## src/rtl/srio_pkg.sv

```systemverilog
// Shared SRIO arbitration types: FSM state encoding and source indices.
// Pure declarations; no timing or flow-control behaviour of its own.
package srio_pkg;

    typedef enum logic [1:0] {
        IDLE    = 2'd0,
        GNT_DB  = 2'd1,
        GNT_NWR = 2'd2
    } arb_state_t;

    localparam logic SRC_DB  = 1'b0;
    localparam logic SRC_NWR = 1'b1;

endpackage

```

## src/rtl/ireq_arbiter.sv

```systemverilog
// Packet-level arbiter of doorbell/NWRITE streams onto one SRIO ireq stream; one idle cycle per grant, beats then pass through with zero latency.
// Back-pressure: ireq_tready_in reaches only the granted source; the loser sees tready 0 until the granted packet's tlast handshake.
module ireq_arbiter
    import srio_pkg::*;
#(
    parameter int DATA_W     = 64,
    parameter int USER_W     = 32,
    parameter int FIXED_PRIO = 0
) (
    input  logic                log_clk,
    input  logic                log_rst_n,

    input  logic                db_tvalid_in,
    input  logic                db_tlast_in,
    input  logic [DATA_W-1:0]   db_tdata_in,
    input  logic [DATA_W/8-1:0] db_tkeep_in,
    input  logic [USER_W-1:0]   db_tuser_in,
    output logic                db_tready_o,

    input  logic                nwr_tvalid_in,
    input  logic                nwr_tlast_in,
    input  logic [DATA_W-1:0]   nwr_tdata_in,
    input  logic [DATA_W/8-1:0] nwr_tkeep_in,
    input  logic [USER_W-1:0]   nwr_tuser_in,
    output logic                nwr_tready_o,

    output logic                ireq_tvalid_o,
    output logic                ireq_tlast_o,
    output logic [DATA_W-1:0]   ireq_tdata_o,
    output logic [DATA_W/8-1:0] ireq_tkeep_o,
    output logic [USER_W-1:0]   ireq_tuser_o,
    input  logic                ireq_tready_in,

    output logic [1:0]          arb_grant_o,
    output logic                arb_busy_o,
    output logic [15:0]         db_pkt_cnt_o,
    output logic [15:0]         nwr_pkt_cnt_o
);

    arb_state_t  state_q, state_d;
    logic        last_served_q, last_served_d;
    logic [15:0] db_cnt_q, nwr_cnt_q;
    logic        pkt_end;

    assign pkt_end = ireq_tvalid_o & ireq_tready_in & ireq_tlast_o;

    always_ff @(posedge log_clk or negedge log_rst_n) begin
        if (!log_rst_n) begin
            state_q       <= IDLE;
            last_served_q <= SRC_NWR;
        end else begin
            state_q       <= state_d;
            last_served_q <= last_served_d;
        end
    end

    // Doorbell takes a tie when fixed priority is set or NWRITE was served last.
    always_comb begin
        state_d       = state_q;
        last_served_d = last_served_q;
        case (state_q)
            IDLE: begin
                if (db_tvalid_in && (!nwr_tvalid_in || (FIXED_PRIO != 0) ||
                                     (last_served_q == SRC_NWR))) begin
                    state_d       = GNT_DB;
                    last_served_d = SRC_DB;
                end else if (nwr_tvalid_in) begin
                    state_d       = GNT_NWR;
                    last_served_d = SRC_NWR;
                end
            end
            GNT_DB, GNT_NWR: begin
                if (pkt_end) state_d = IDLE;
            end
            default: state_d = IDLE;
        endcase
    end

    always_comb begin
        ireq_tvalid_o = 1'b0;
        ireq_tlast_o  = 1'b0;
        ireq_tdata_o  = '0;
        ireq_tkeep_o  = '0;
        ireq_tuser_o  = '0;
        db_tready_o   = 1'b0;
        nwr_tready_o  = 1'b0;
        case (state_q)
            GNT_DB: begin
                ireq_tvalid_o = db_tvalid_in;
                ireq_tlast_o  = db_tlast_in;
                ireq_tdata_o  = db_tdata_in;
                ireq_tkeep_o  = db_tkeep_in;
                ireq_tuser_o  = db_tuser_in;
                db_tready_o   = ireq_tready_in;
            end
            GNT_NWR: begin
                ireq_tvalid_o = nwr_tvalid_in;
                ireq_tlast_o  = nwr_tlast_in;
                ireq_tdata_o  = nwr_tdata_in;
                ireq_tkeep_o  = nwr_tkeep_in;
                ireq_tuser_o  = nwr_tuser_in;
                nwr_tready_o  = ireq_tready_in;
            end
            default: ;
        endcase
    end

    always_ff @(posedge log_clk or negedge log_rst_n) begin
        if (!log_rst_n) begin
            db_cnt_q  <= '0;
            nwr_cnt_q <= '0;
        end else if (pkt_end) begin
            if (state_q == GNT_DB)  db_cnt_q  <= db_cnt_q + 16'd1;
            if (state_q == GNT_NWR) nwr_cnt_q <= nwr_cnt_q + 16'd1;
        end
    end

    assign arb_grant_o   = {state_q == GNT_NWR, state_q == GNT_DB};
    assign arb_busy_o    = (state_q != IDLE);
    assign db_pkt_cnt_o  = db_cnt_q;
    assign nwr_pkt_cnt_o = nwr_cnt_q;

endmodule

```

## config.mk

```make
export PLATFORM = sky130hd
export DESIGN_NAME = ireq_arbiter
export DESIGN_NICKNAME = d
export VERILOG_FILES = /design/src/rtl/srio_pkg.sv /design/src/rtl/ireq_arbiter.sv
export SDC_FILE = /design/constraint.sdc
export NUM_CORES = 1
export LEC_CHECK = 0
export ABC_CLOCK_PERIOD_IN_PS = 2200
export BUFFER_PORTS_ARGS = -buffer_cell sky130_fd_sc_hd__buf_2
export CORE_AREA = 3 3 138 140
export DETAILED_ROUTE_END_ITERATION = 10
export DIE_AREA = 0 0 141 143
export HOLD_SLACK_MARGIN = 0.08
export PLACE_DENSITY = 0.56
export SLEW_MARGIN = 20
export SYNTH_ARGS = -nofsm -noshare
export SYNTH_HDL_FRONTEND = slang
export SYNTH_SLANG_ARGS = --single-unit
```

## constraint.sdc

```tcl
create_clock -name log_clk -period 2.2 [get_ports log_clk]
set_input_delay 0.66 -clock log_clk [delete_from_list [all_inputs] [get_ports log_clk]]
set_output_delay 0.66 -clock log_clk [all_outputs]
set_load 0.01 [all_outputs]
```

==> results.ini, run 1 <==
[synthesis]
synthDistinctLibCells=38
syn_nets=635
synth_mux_area_share_pct=0.672
syn_avg_cell_area_um2=8.08
yosys.area.top_type=dfrtp_1
syn_inst=415
ys_warn_count=0
synth_top_cell_area_share_pct=25.4
synth_fa_ha_area_share_pct=1.87
synthSimpleGateAreaFrac_pct=31.8
synthXorXnorAreaFrac_pct=7.84
synth_area_mm2=0.00335
synth_top_family_by_area=simple AND/OR/NAND/NOR gates
synth_compound_area_share_pct=26.2
synthTopCellsByArea=dfrtp_1 25%, a22oi_1 24%, nor2b_1 20%
ys_ff_latch=35
ys_seq_area_share_pct=26.2

[sta]
final.setup_skew_ns=0.00613
rsz0062_at_grt=true
period_share_pct=108
max_freq_mhz=422
slew_headroom_pct=69.4
period_needed_ns=2.37
tightestPinTransition_ns=0.460
drv_slew=0
final-setup-viol-count=110
hold_viol_final=0
worst_slack_ns=-0.170

[clock_tree]
clock_sinks=35
clk_pin_slew_ns=0.05
numCtsBuffers=5
clock_path_buffers=2
cts-root-buf=clkbuf_16
htree_levels=2
hold_buffers=0
cts_tree=done
clock_latency_ns=0.27

[die]
die_y_um=143
row_count=49
initial_core_util_pct=18.7
ios=358
core-area_mm2=0.0180
die_w_um=141
die_area_mm2=0.0202

[setup_path]
cpPeakStageDelay_ns=0.41
reg2reg_slack_ns=-0.12
startpoint_type=flop
critical_path.top_delay_family=buffers and inverters
reg2reg_depth=10
cp_max_fo=8
path_cells=inv_2 -> ha_4 -> buf_12 -> buf_16 -> a22oi_2 -> nor2b_1 -> buf_2
slowest_stage=dfrtp_1
critPathBufInv=4
r2r-end=db_pkt_cnt_o[14]
path_class=reg -> out
endpoint_kind=output pin
critPathArrivalTime_ns=1.71
timing.rr.start=state_q[1]
cp.required_ns=1.54

[power_and_ir_drop]
p_leak_nw=3.44
cellPowerDensity_mw_per_mm2=1150
vdd_drop_max_v=0.000581

[detailed_routing]
viasPerCell=4.79
final_antenna_net_count=0
firstDrtPassIters=4
drt-initial-drc-count=213
dr_total_vias=4958
drcViolationCount=0
wl_per_cell_um=20.5
wl_mm=21.2

[hold_path]
hp-class=in -> async

[place]
port_buffers=357
dpl_worst_slack_ns=-0.0536
place_area_mm2=0.00550
dp_cells=979
hpwl_mm=14.0
place.gp.congestion=0.769

[finish]
finalNonFillerCells=1035
final_cell_area_mm2=0.00702
fin_nets=1021
nFillCells=1818
area_growth_pct=109
drive_above_1_share_pct=66.5
multi_input_area_mm2=0.00282
register_area_um2=877

[grt]
grt_pass1_vias=4429
grt_max_degree=52
grt_overflow_total=0
grt_antenna_before_repair=13
grt_pass1_wl_mm=26.4
grtUsageTotal_pct=17.0

[job]
maxCapViolations=0

[status]
violations=negative setup slack
status=complete, but fails checks

==> final cells by class <==
class,count,share of cell area [%]
diodes,4,0.143
clock inverters,1,0.0713
inverters,10,0.606
repair buffers,416,40.5
multi-input cells,333,40.2
flip-flops and latches,35,12.5
well taps,229,4.08
clock buffers,7,1.89
==> per-stage QoR <==
step	TNS, ns	util [%]	power, mW	hold slack (ns)
floorplan	0	-	3.16	0.364
global placement	-0.0261	30.6	4.69	0.458
detailed placement	-0.0536	30.6	4.70	0.463
CTS	-13.73	34.5	6.53	0.441
global route	-21.56	39.1	8.56	0.462
finish	-12.00	39.1	8.09	0.420
==> synthesized netlist by cell type, drive strengths merged <==
| library cell | count |
|---|---|
| ha | 5 |
| mux2 | 2 |
| o21ai | 2 |
| clkbuf | 23 |
| and2 | 3 |
| nor2 | 8 |
| nand4 | 8 |
| dfstp | 1 |
| nor2b | 105 |
| buf | 14 |
| nor4b | 1 |
| o211ai | 2 |
| xor2 | 17 |
| or3b | 1 |
| or2 | 2 |
| xnor2 | 13 |
| nor4 | 8 |
| dfrtp | 34 |
| o221ai | 1 |
| and3 | 5 |
| nor3 | 5 |
| or3 | 2 |
| a22o | 1 |
| nand3 | 12 |
| nand2 | 18 |
| inv | 10 |
| a31oi | 1 |
| o22ai | 1 |
| a21oi | 2 |
| o21a | 1 |
| a22oi | 107 |
==> cell families (layout without fill, tap and decap cells) <==
logic type | count (synthesis) | in the layout
and+or+nand+nor | 178 | 178
AOI/OAI and AO/OA | 118 | 118
buffers and inverters | 47 | 434
DFF | 35 | 35
xor gates and xnor gates | 30 | 30
adders and majority gates | 5 | 5
muxes | 2 | 2
other | 0 | 4
==> layer usage <==
layer,track usage [%],wire length [um],share of wire [%]
met1,22.0,8370,39
met2,27.6,10300,49
met3,6.30,2160,10
met4,2.96,270,1.3
met5,0,86,0.41
==> how the worst max path moves through the flow <==
stage,endpoint,cells after the start,from
CTS,ireq_tuser_o[28],6,state_q[1]
floorplan,ireq_tdata_o[0],7,state_q[0]
global route,ireq_tuser_o[25],7,state_q[0]
finish,ireq_tkeep_o[2],7,state_q[0]
detailed placement,ireq_tuser_o[23],6,state_q[0]
global placement,ireq_tuser_o[23],6,state_q[0]
==> layout by cell type (no fill, tap or decap), types with 15 or more instances in the layout <==
master / count
a22oi_1: 45
a22oi_2: 62
buf_12: 15
buf_2: 346
buf_4: 20
buf_6: 15
dfrtp_1: 34
nand2_1: 15
nor2b_1: 88
xor2_1: 17
==> flip-flops by register name, indices dropped and copies added (netlist names) <==
name / flops
nwr_pkt_cnt_o: 16
last_served_q: 1
db_pkt_cnt_o: 16
state_q: 2
==> what timing repair did <==
action,4_1_cts,5_1_grt
gates cloned,10,12
resized for setup,49,99
buffers inserted,9,15
setup endpoints to repair,109,125
pin swaps,3,15
==> report_power, final <==
| group | internal [mW] | switching (mW) | leakage, nW |
|---|---|---|---|
| Sequential | 0.702 | 0.0594 | 0.466 |
| Clock | 0.418 | 0.253 | 0.0679 |
| Combinational | 3.55 | 3.11 | 2.91 |
| Total | 4.67 | 3.42 | 3.44 |
(Power assumes the default switching activity.)
==> run 2, diff against run 1 <==
Settings changed: ABC_AREA set to 1, MAX_ROUTING_LAYER set to met4, PLACE_DENSITY 0.56 to 0.58.
==> results.ini, run 2 <==
[detailed_routing]
wl_mm=21.4
drcViolationCount=0
final_antenna_net_count=0
firstDrtPassIters=4
wl_per_cell_um=16.6
drt-initial-drc-count=229
dr_total_vias=5887
viasPerCell=4.57

[power_and_ir_drop]
vdd_drop_max_v=0.000501
comb_power_share_pct=79.0
p_sw_share_pct=48.6
cellPowerDensity_mw_per_mm2=1050
intPower_mw=3.97
p_clk_share_pct=8.8
finalPower_mw=7.72
power.switching_mw=3.75
p_seq_share_pct=12.1
p_leak_nw=3.78

[synthesis]
synthTopCellsByArea=nand2_1 34%, dfrtp_1 23%, a21oi_1 14%
synth_top_cell_area_share_pct=34.4
syn_inst=662
ys_ff_latch=35
synth_common_cells=335 x nand2_1, 105 x a21oi_1, 35 x nor2_1, 34 x dfrtp_1, 29 x inv_1
synth_most_common_cell=nand2_1
syn_avg_cell_area_um2=5.52
synthFlopType=dfrtp_1
yosys.area.top_type=nand2_1
synthDistinctLibCells=27
ys_warn_count=0
synth_area_mm2=0.00365
syn_nets=882
synth_edf_count=0
synthArstFlopShare_pct=100
ys_seq_area_share_pct=24.0

[die]
row_count=49
die_area_mm2=0.0202
core-area_mm2=0.0180
ios=358
initial_core_util_pct=20.3
die_y_um=143
die_w_um=141

[finish]
area_growth_pct=101
multi_input_area_mm2=0.00305
drive_above_1_share_pct=53.9
fin_nets=1273
final_common_cell=buf_2
layout_common_cells=351 x buf_2, 290 x nand2_1, 77 x a21oi_2
register_area_um2=877
nFillCells=1912
final_cell_area_mm2=0.00735

[sta]
tightestPinTransition_ns=0.452
slew_headroom_pct=69.9
hold_viol_final=0
period_share_pct=108
max_freq_mhz=422
final-setup-viol-count=106
worst_slack_ns=-0.170
drv_slew=0
period_needed_ns=2.37
final.setup_skew_ns=0.00256
rsz0062_at_grt=true
whs_ns=0.324

[clock_tree]
cts-root-buf=clkbuf_16
clock_sinks=35
clock_path_buffers=2
hold_buffers=0
htree_levels=2
cts_tree=done
clock_latency_ns=0.28
numCtsBuffers=5
clk_pin_slew_ns=0.06

[setup_path]
reg2reg_slack_ns=0.15
timing.rr.start=state_q[0]
reg2reg_depth=12
startpoint_type=flop
cp.required_ns=1.54
endpoint_kind=output pin
cp_max_fo=8
startpoint=state_q[0]
critPathArrivalTime_ns=1.71
path_class=reg -> out
r2r-end=nwr_pkt_cnt_o[2]

[status]
violations=negative setup slack
status=complete, but fails checks

[grt]
grtUsageTotal_pct=17.8
grt_overflow_total=0
grt_pass1_vias=5320
grt_antenna_before_repair=5
grt_pass1_wl_mm=28.3
grt_max_degree=63

[place]
port_buffers=357
place.gp.congestion=0.931
place_area_mm2=0.00588
hpwl_mm=14.9

[hold_path]
hp-class=in -> async

[job]
maxCapViolations=0

run 2: changes by cell type after synthesis, sizes merged, moves of 25 or more:
cell and change:
a21oi +103, a22oi -107, nor2b -105, o21ai +25, nand2 +320, nor2 +28
run 2: stage by stage:
step	utilization, %	std cells	setup TNS, ns	setup slack (ns)
2_1_floorplan	-	662	0	0.0446
3_5_place_dp	32.7	1235	0	0.0588
5_1_grt	40.9	1288	-19.09	-0.219
3_3_place_gp	32.7	1235	0	0.0940
4_1_cts	35.4	1255	-10.59	-0.143
6_report	40.9	1289	-10.95	-0.170
run 2: how the worst max path moves through the flow:
stage	endpoint	depth (start not counted)
2_1_floorplan	ireq_tdata_o[0]	6
3_3_place_gp	ireq_tuser_o[13]	7
3_5_place_dp	ireq_tdata_o[4]	7
4_1_cts	ireq_tdata_o[2]	6
5_1_grt	ireq_tdata_o[47]	7
6_report	ireq_tkeep_o[5]	7
run 2: cell families (layout without fill, tap and decap cells):
logic type | after synthesis | in the layout | share of synthesized area [%]
AND/OR/NAND/NOR | 403 | 403 | 43.7
AO/OA/AOI/OAI | 134 | 134 | 18.5
buffers and inverters | 71 | 463 | 8.74
flip-flops | 35 | 35 | 24.0
XOR/XNOR | 14 | 14 | 3.36
adder cells (fa/ha/maj) | 5 | 5 | 1.71
other | 0 | 6 | 0
run 2: metal layers:
layer / routed length, um / track usage, % / up-vias
met3: 1310 / 3.28 / 30
met1: 8760 / 21.9 / 2715
met2: 10900 / 30.6 / 229
li1: - / - / 2913
met4: 388 / 4.03 / 0
met5: 0 / - / -
run 2: what timing repair did:
item / CTS / global route
setup buffers: 9 / 9
endpoints found under the setup margin: 107 / 115
resized for setup: 42 / 146
gates cloned: 3 / 19
pin swaps: 3 / 45
run 2: area by class of cell:
| type | instances | area share, % |
|---|---|---|
| flip-flops and latches | 35 | 11.9 |
| diodes | 6 | 0.204 |
| repair inverters | 1 | 0.221 |
| clock inverters | 1 | 0.0681 |
| clock buffers | 7 | 1.80 |
| multi-input cells | 556 | 41.4 |
| well taps | 229 | 3.90 |
| inverters | 32 | 2.01 |
| repair buffers | 422 | 38.4 |
run 2: power groups by stage:
stage               Clock [mW]  Sequential [mW]  Combinational [mW]
finish                   0.682            0.936                6.11
global route             0.724            0.964                6.55
CTS                      0.704            0.938                4.46
detailed placement           0            0.946                3.76
global placement             0            0.943                3.76
floorplan                    0            0.959                2.02
run 2: critical path, stage by stage (launching register included):
cell and delay (ns):
dfrtp_1 0.40, inv_2 0.11, ha_4 0.22, clkbuf_16 0.17, buf_12 0.14, nand2_4 0.07, a21oi_4 0.17, buf_2 0.15
==> run 3, diff against run 2 <==
Settings changed: ABC_CLOCK_PERIOD_IN_PS 2200 to 2050.
Clock period 2.2 ns to 2.05 ns, I/O delays scaled along.
==> results.ini, run 3 (synthesis gave the netlist of run 2 again) <==
[clock_tree]
numCtsBuffers=5
cts_tree=done
clock_latency_ns=0.29
clock_path_buffers=2
cts-root-buf=clkbuf_16
clock_sinks=35
clk_pin_slew_ns=0.06
htree_levels=2

[detailed_routing]
wl_mm=20.2
wl_per_cell_um=15.8
drt-initial-drc-count=219
viasPerCell=4.49
dr_total_vias=5740
firstDrtPassIters=4
final_antenna_net_count=0
drcViolationCount=0

[finish]
final_util_pct=40.5
drive_above_1_share_pct=54.2
finalNonFillerCells=1277
fin_nets=1261
final_common_cell=buf_2
area_growth_pct=99.3
layout_common_cells=350 x buf_2, 307 x nand2_1, 101 x a21oi_2
nFillCells=1920

[grt]
grt_pass1_wl_mm=28.6
grt_max_degree=32
grtUsageTotal_pct=18.3
grt_pass1_vias=5319
grt_antenna_before_repair=7
grt_overflow_total=0

[die]
die_w_um=141
die_y_um=143
row_count=49
ios=358
initial_core_util_pct=20.3
core-area_mm2=0.0180
die_area_mm2=0.0202

[setup_path]
critPathBufInv=5
path_class=reg -> out
cp_max_fo=9
cp.required_ns=1.43
slowest_stage=dfrtp_1
endpoint_kind=output pin
reg2reg_depth=11
critPathArrivalTime_ns=1.67
path_cells=inv_2 -> ha_4 -> clkinvlp_4 -> buf_8 -> buf_16 -> a21oi_2 -> buf_2
startpoint_type=flop
startpoint=state_q[0]
critical_path.top_delay_family=buffers and inverters
reg2reg_slack_ns=0.15
r2r-end=db_pkt_cnt_o[3]
cpPeakStageDelay_ns=0.37
timing.rr.start=state_q[0]

[sta]
tightestPinTransition_ns=0.351
final-setup-viol-count=108
drv_slew=0
final.setup_skew_ns=0.0106
max_freq_mhz=438
period_share_pct=111
rsz0062_at_grt=true
hold_viol_final=0
worst_slack_ns=-0.235
period_needed_ns=2.28
slew_headroom_pct=76.5

[hold_path]
hp-class=in -> async

[place]
dpl_worst_slack_ns=0.0285
hpwl_mm=15.0
dp_cells=1230
place.gp.congestion=0.888
port_buffers=357

[job]
maxCapViolations=0

[status]
status=complete, but fails checks
violations=negative setup slack

[power_and_ir_drop]
p_leak_nw=3.60
vdd_drop_max_v=0.000706
cellPowerDensity_mw_per_mm2=1120

[run 3: changes by cell type in the layout (fill, tap and decap cells not counted), moves of 4 or more]
cell       before  now
a21oi_2        77  101
nand2_4        25    9
clkbuf_16      17   13
nand2_1       290  307
buf_4          27   14
a21oi_1        26    1
[run 3: worst reg2reg max path, delay by kind of cell, from the launching register on]
kind / cells / cell delay (ns)
AOI/OAI and AO/OA: 1 / 0.15
adders and majority gates: 1 / 0.19
buffers and inverters: 3 / 0.46
DFF: 1 / 0.37
and+or+nand+nor: 6 / 0.62
[run 3: final cells by class]
class / count / area [um2] / share of cell area (%)
multi-input combinational: 556 / 3040 / 41.8
timing repair buffer: 409 / 2720 / 37.4
sequential: 35 / 877 / 12.1
tap: 229 / 287 / 3.94
inverter: 32 / 158 / 2.17
clock buffer: 7 / 153 / 2.10
timing repair inverter: 2 / 23.8 / 0.327
antenna: 6 / 15.0 / 0.206
clock inverter: 1 / 7.51 / 0.103
[run 3: routing by layer]
| layer | vias to the layer above | share of wire (%) | global-route usage, % |
|---|---|---|---|
| met4 | 0 | 1.7 | 5.20 |
| met3 | 23 | 5.4 | 3.38 |
| li1 | 2878 | - | - |
| met1 | 2635 | 42 | 22.9 |
| met2 | 204 | 51 | 30.3 |
| met5 | - | 0 | - |
[run 3: how the worst max path moves through the flow]
stage                     depth (start not counted)          endpoint  slack [ns]
after floorplan                                   7  ireq_tdata_o[19]       -0.03
after global placement                            6  ireq_tdata_o[33]        0.04
after detailed placement                          6  ireq_tdata_o[32]        0.03
after CTS                                         7  ireq_tuser_o[15]       -0.24
after global routing                              7  ireq_tdata_o[42]       -0.31
final                                             7  ireq_tdata_o[32]       -0.23
[run 3: report_power, final]
| group | internal (mW) | switching (mW) | total [mW] |
|---|---|---|---|
| registers | 0.833 | 0.175 | 1.01 |
| clock network | 0.518 | 0.335 | 0.853 |
| logic | 2.88 | 3.43 | 6.31 |
| total | 4.24 | 3.94 | 8.17 |
[run 3: what timing repair did]
item | CTS | global route
endpoints found under the setup margin | 108 | 138
hold buffers | 0 | 0
gates resized for setup | 60 | 71
gates cloned | 6 | 10
pin swaps | 6 | 22
setup buffers | 11 | 7
[run 3: per-stage QoR]
| stage | power [mW] | setup TNS (ns) | area [um2] | hold slack (ns) |
|---|---|---|---|---|
| final | 8.17 | -20.73 | 7280 | 0.162 |
| after global routing | 8.70 | -29.32 | 7280 | 0.162 |
| after CTS | 7.41 | -21.53 | 6690 | 0.155 |
| after detailed placement | 5.41 | 0 | 6090 | 0.469 |
| after global placement | 5.40 | 0 | 6090 | 0.471 |
| after floorplan | 3.59 | -0.665 | 3930 | 0.319 |
